## src/rtl/sonar_range_filter.sv

```systemverilog
// Sonar range filter: edge-strobed capture, 3-tap running median, hysteretic
// obstacle flag and a staleness watchdog. Power-up and stale both fail safe (obstacle high).
module sonar_range_filter #(
    parameter int unsigned NEAR_IN      = 12,
    parameter int unsigned FAR_IN       = 15,
    parameter int unsigned TIMEOUT_CLKS = 10000000
) (
    input  logic       clk,
    input  logic       reset_n,
    input  logic [7:0] distance,
    input  logic       new_dist,
    output logic [7:0] dist_filt,
    output logic       filt_valid,
    output logic       obstacle,
    output logic       stale
);

    typedef enum logic [1:0] {EMPTY, ONE, TWO, FULL} fill_t;

    localparam logic [31:0] WD_LAST = 32'(TIMEOUT_CLKS - 1);

    fill_t       fill;
    logic        nd_prev;
    logic [7:0]  s0;
    logic [7:0]  s1;
    logic [31:0] wd;
    logic        strb;
    logic        emit;
    logic [7:0]  med;

    function automatic logic [7:0] median3(input logic [7:0] a,
                                           input logic [7:0] b,
                                           input logic [7:0] c);
        logic [7:0] lo;
        logic [7:0] hi;
        logic [7:0] mid;
        lo  = (a < b) ? a : b;
        hi  = (a < b) ? b : a;
        mid = (hi < c) ? hi : c;
        return (lo > mid) ? lo : mid;
    endfunction

    // The incoming sample is the third tap, so only the two previous samples are stored.
    assign strb = new_dist & ~nd_prev;
    assign emit = strb && (fill == TWO || fill == FULL);
    assign med  = median3(distance, s0, s1);

    always_ff @(posedge clk or negedge reset_n) begin
        if (!reset_n) begin
            fill       <= EMPTY;
            nd_prev    <= 1'b1;
            s0         <= '0;
            s1         <= '0;
            wd         <= '0;
            dist_filt  <= '0;
            filt_valid <= 1'b0;
            obstacle   <= 1'b1;
            stale      <= 1'b1;
        end else begin
            nd_prev    <= new_dist;
            filt_valid <= 1'b0;
            if (strb) begin
                wd <= '0;
                s1 <= s0;
                s0 <= distance;
                fill <= (fill == FULL) ? FULL : fill_t'(fill + 2'd1);
                if (emit) begin
                    dist_filt  <= med;
                    filt_valid <= 1'b1;
                    stale      <= 1'b0;
                    if ({24'd0, med} <= NEAR_IN) begin
                        obstacle <= 1'b1;
                    end else if ({24'd0, med} >= FAR_IN) begin
                        obstacle <= 1'b0;
                    end
                end
            end else if (wd == WD_LAST) begin
                // Sensor went quiet: fail safe and demand a fresh full window.
                stale    <= 1'b1;
                obstacle <= 1'b1;
                fill     <= EMPTY;
                wd       <= '0;
            end else begin
                wd <= wd + 32'd1;
            end
        end
    end

endmodule

```

## config.mk

```make
export PLATFORM = sky130hd
export DESIGN_NAME = sonar_range_filter
export DESIGN_NICKNAME = d
export VERILOG_FILES = /design/src/rtl/sonar_range_filter.sv
export SDC_FILE = /design/constraint.sdc
export NUM_CORES = 1
export LEC_CHECK = 0
export CAP_MARGIN = 20
export CORE_MARGIN = 4
export CORE_UTILIZATION = 55
export DETAILED_ROUTE_END_ITERATION = 10
export PLACE_DENSITY = 0.71
export SETUP_SLACK_MARGIN = 0.1
export SLEW_MARGIN = 40
export SYNTH_ARGS = -nofsm -noshare
export SYNTH_HDL_FRONTEND = slang
export SYNTH_SLANG_ARGS = --single-unit
```

## constraint.sdc

```tcl
create_clock -name clk -period 7.5 [get_ports clk]
set_input_delay 1.125 -clock clk [delete_from_list [all_inputs] [get_ports clk]]
set_output_delay 1.125 -clock clk [all_outputs]
set_load 0.005 [all_outputs]
```

==> results.md <==
- The worst-case IR drop observed on VDD is 178 uV.
- The run finished with clean final reports.
- The share of synthesized flip-flops with an asynchronous set or reset is 100%.
- The via count of the first global-routing pass is 3250.
- Counting flops and latches in the post-synthesis netlist gives 62.
- The die area is slightly below 0.009 mm^2.
- The average detailed-routed wire length per instance is about 17 um.
- The total number of nets in the final design is a little over 500.
- The number of buffers added by the clock tree synthesis step is 9.
- The worst hold-check path type is reg -> reg.
- The total power is 1.30 mW.
- The most used flip-flop cell after synthesis is dfrtp_1.
- After layout, the worst setup slack is between 0.5 and 0.6 ns.
- The class of the most critical setup path is in -> reg.
- The total area inside the core boundary comes to roughly 0.0069 mm^2.
- Using the TritonRoute via totals, the vias-per-cell ratio works out to 5.83.
- Tracing the worst setup path back leads to its startpoint at distance[2].
- The total global routing overflow is 0.
- The data arrival time of the critical path is approximately 7.3 ns.
- At the worst endpoint, the required time is 7.78 ns.
- The via total after detailed routing is ~3300.
- The clock network power share is roughly a fifth.
- In the post-synthesis netlist, the biggest area contributors are dfrtp_1 (37%), ha_1 (7.2%), nand2_1 (5.8%).
- The number of hold violations in the final report is 0.
- The max-slew violation count came to 0.
- The worst hold path startpoint is wd[0]$_DFF_PN0_.
- In this run the static leakage power is a little under 2 nW.
- The cell type with the largest total area after synthesis is dfrtp_1.
- The effective utilization at floorplan is between 50 and 60%.
- The startpoint class of the critical path is an input pin.
- Across the run, the number of max-cap violations was 0.
- The count of endpoints failing setup in the final report is 0.
- TritonCTS built the clock tree.
- The cell at the root of the clock tree is clkbuf_8.
- The post-synthesis instance area is just under 0.004 mm^2.
- Once detail routing completed, the nets flagged for antenna violations numbered 0.
- The initial antenna violation count is 0.
- The overall global routing resource usage is a little under a quarter.
- The floorplan die height is 93 um.
- Summing the sequential cell areas from Yosys gives about two fifths of the chip area.
- For this run, the top clock speed supported by timing is 143 MHz.
- The number of gates resized after CTS was 0.
- The minimum setup slack after placement is 0.338 ns.
- The count of unresolved DRC violations after routing is 0.
- The area growth from synthesis to layout is 12.7%.
- The cell internal power dissipation is 0.770 mW.
- The final worst clock skew is about 0.015 ns.
- The end-of-flow core utilization is between 60 and 70%.
- The repair_antennas step left the layout with diodes totalling 0.
- The clock sink total is between 60 and 70.
- The share of the synthesized area in the top cell type is a little under two fifths.
- Routability-driven placement finished with a final weighted congestion of between 0.9 and 1.
- Power spread over the standard cell area amounts to a little under 300 mW/mm^2.
- Clock latency on the worst-skew pair, taken at its later pin, is between 0.3 and 0.4 ns.
- The library cell used most frequently in the layout, excluding fill and tap cells, is nand2_1.
- The number of enable flip-flop cells after synthesis is 0.
- The reported net switching power is between 0.5 and 0.6 mW.
- Setup repair after global routing left no endpoint under its margin.
- In this run the tool buffered the top-level ports with 21 buffer cells.
- The largest fanout on the critical path is 8.
- The sum of net half-perimeters after detailed placement is approximately 7 mm.
- The portion of the clock cycle consumed by the worst path in the final layout is between 90 and 100%.
- The worst path needs roughly 7.0 ns of the cycle, external delays included.
- The share of total power dissipated in sequential elements is between 30% and 40%.
- The wire length of the first global-routing pass is roughly 16 mm.
- Pin placement for this block handled 22 I/O pins.
- The site row count is 30.
- For this run, the number of Yosys warnings is 0.
- The first-pass detailed-route iteration total is 4.
- Buffers inserted to repair hold after CTS numbered 0.
- The sum of negative setup slack is 0 ns.
- The number of setup buffers added after CTS is 0.
- The count of distinct cell types in the synthesized netlist is 63.
- For the pin with the worst max-slew slack, the measured transition is 0.639 ns.
- Setup slack on the worst reg-to-reg path comes out at about 1.4 ns.
- Combinational logic is responsible for approximately 48% of the overall power.
- The worst setup path is captured at a flop.
- The clock transition at the register clock pins on the worst setup and hold paths after CTS is 0.07 ns.
- The worst pin sits at a relative slew slack of between 50% and 60%.
- The startpoint identified for the worst register-to-register timing path is s0[2]$_DFFE_PN0P_.
- Net switching is roughly two fifths of the power.
- Leaving out fill and tap cells, the most frequent cells in the layout are nand2_1 (60), dfrtp_1 (59), nor2_1 (43).
- The number of instances in the synthesized netlist is roughly 440.
- The clock tree synthesis step divided the H-tree into 3 levels.
- In the final layout, the share of cells above drive strength 1 is approximately an eighth.
- The number of nets handed over by synthesis was about 480.
- Entering global routing, the biggest net connects 63 pins.
- The final wirelength is around 9.4 mm.
- The number of DRC markers in iteration 0 is about 200.
- The die is slightly above 90 um wide.
- The clock passes through at most 2 buffers.
- The average cell area after synthesis is approximately 9.0 um^2.
## layout make-up
type	count	area, um^2
fillers	601	2430
multi-input cells	344	2280
flip-flops and latches	62	1560
repair buffers	27	254
clock buffers	11	141
well taps	96	120
inverters	26	97.6
clock inverters	5	35.0
## logic make-up after synthesis
kind of cell | after synthesis | synth area share, %
DFF | 62 | 39.1
adders and majority gates | 23 | 7.24
buffers and inverters | 37 | 3.72
and+or+nand+nor | 178 | 21.8
AOI/OAI and AO/OA | 106 | 19.5
muxes | 10 | 2.64
xor gates and xnor gates | 27 | 5.95
## per-layer routing
layer  up-vias  part of all wire, %  track usage, %
met5         -                    0               0
met4         0                  2.2            9.77
met3        18                  4.8            4.02
met2        82                   44            34.0
met1      1602                   49            34.3
li1       1629                    -               -
## through the flow
stage | hold WS, ns | cells | instance area (um^2)
finish | 0.464 | 571 | 4480
floorplan | 0.424 | 443 | 3970
detailed placement | 0.458 | 555 | 4300
global route | 0.486 | 571 | 4480
CTS | 0.468 | 571 | 4480
global placement | 0.442 | 555 | 4300
## synth_stat cells, types with 3 or more instances
library cell and n:
and3_1 4, nand2_2 5, o211ai_1 5, dfstp_2 3
dfrtp_1 59, mux2i_1 6, nand4_1 11, nor3_1 6
a211oi_1 5, a21oi_1 11, mux2_2 4, o21ai_1 9
xnor2_1 12, nor2b_1 4, o21ai_0 40, inv_1 26
a21oi_4 3, nor2_1 43, nand2_1 61, nor4_1 8
clkbuf_1 9, or3_1 3, nand3_1 15, xor2_1 15
a211o_1 3, ha_1 23
## state kept, by name (all words and copies together), names as in the netlist, 2 cells and up
signal / count
dist_filt: 8
fill: 2
s0: 8
s1: 8
wd: 32
## critical path, stage by stage
cell	delay (ns)
clkdlybuf4s50_1	0.62
ha_1	0.29
o21ai_1	0.29
a21oi_4	0.15
a21oi_4	0.18
mux2i_1	0.41
inv_1	0.08
ha_1	0.37
nor2b_4	0.17
a2111oi_4	0.48
nand2_2	0.12
a211oi_1	0.40
nor2_1	0.24
nand2_1	0.12
o21ai_0	0.10
ha_1	0.35
nand4_1	0.13
nor2_1	0.19
and2b_2	0.28
a2111oi_1	0.53
a21oi_1	0.12
o32a_2	0.21
o21ai_0	0.14
o31a_1	0.20
## final timing paths
kind	to	cells past startpoint
max	obstacle$_DFFE_PN1P_	24
min	wd[0]$_DFF_PN0_	1
max reg2reg	obstacle$_DFFE_PN1P_	24
min reg2reg	wd[0]$_DFF_PN0_	1
max in group asynchronous	wd[16]$_DFF_PN0_	2
min in group asynchronous	wd[1]$_DFF_PN0_	2
## power by group through the flow
stage	clock network (mW)	logic [mW]	registers, mW
3_3_place_gp	0	0.601	0.418
5_1_grt	0.290	0.682	0.421
2_1_floorplan	0	0.421	0.414
3_5_place_dp	0	0.604	0.419
6_report	0.265	0.617	0.414
4_1_cts	0.271	0.610	0.413
Power figures use the tool's default switching activity.
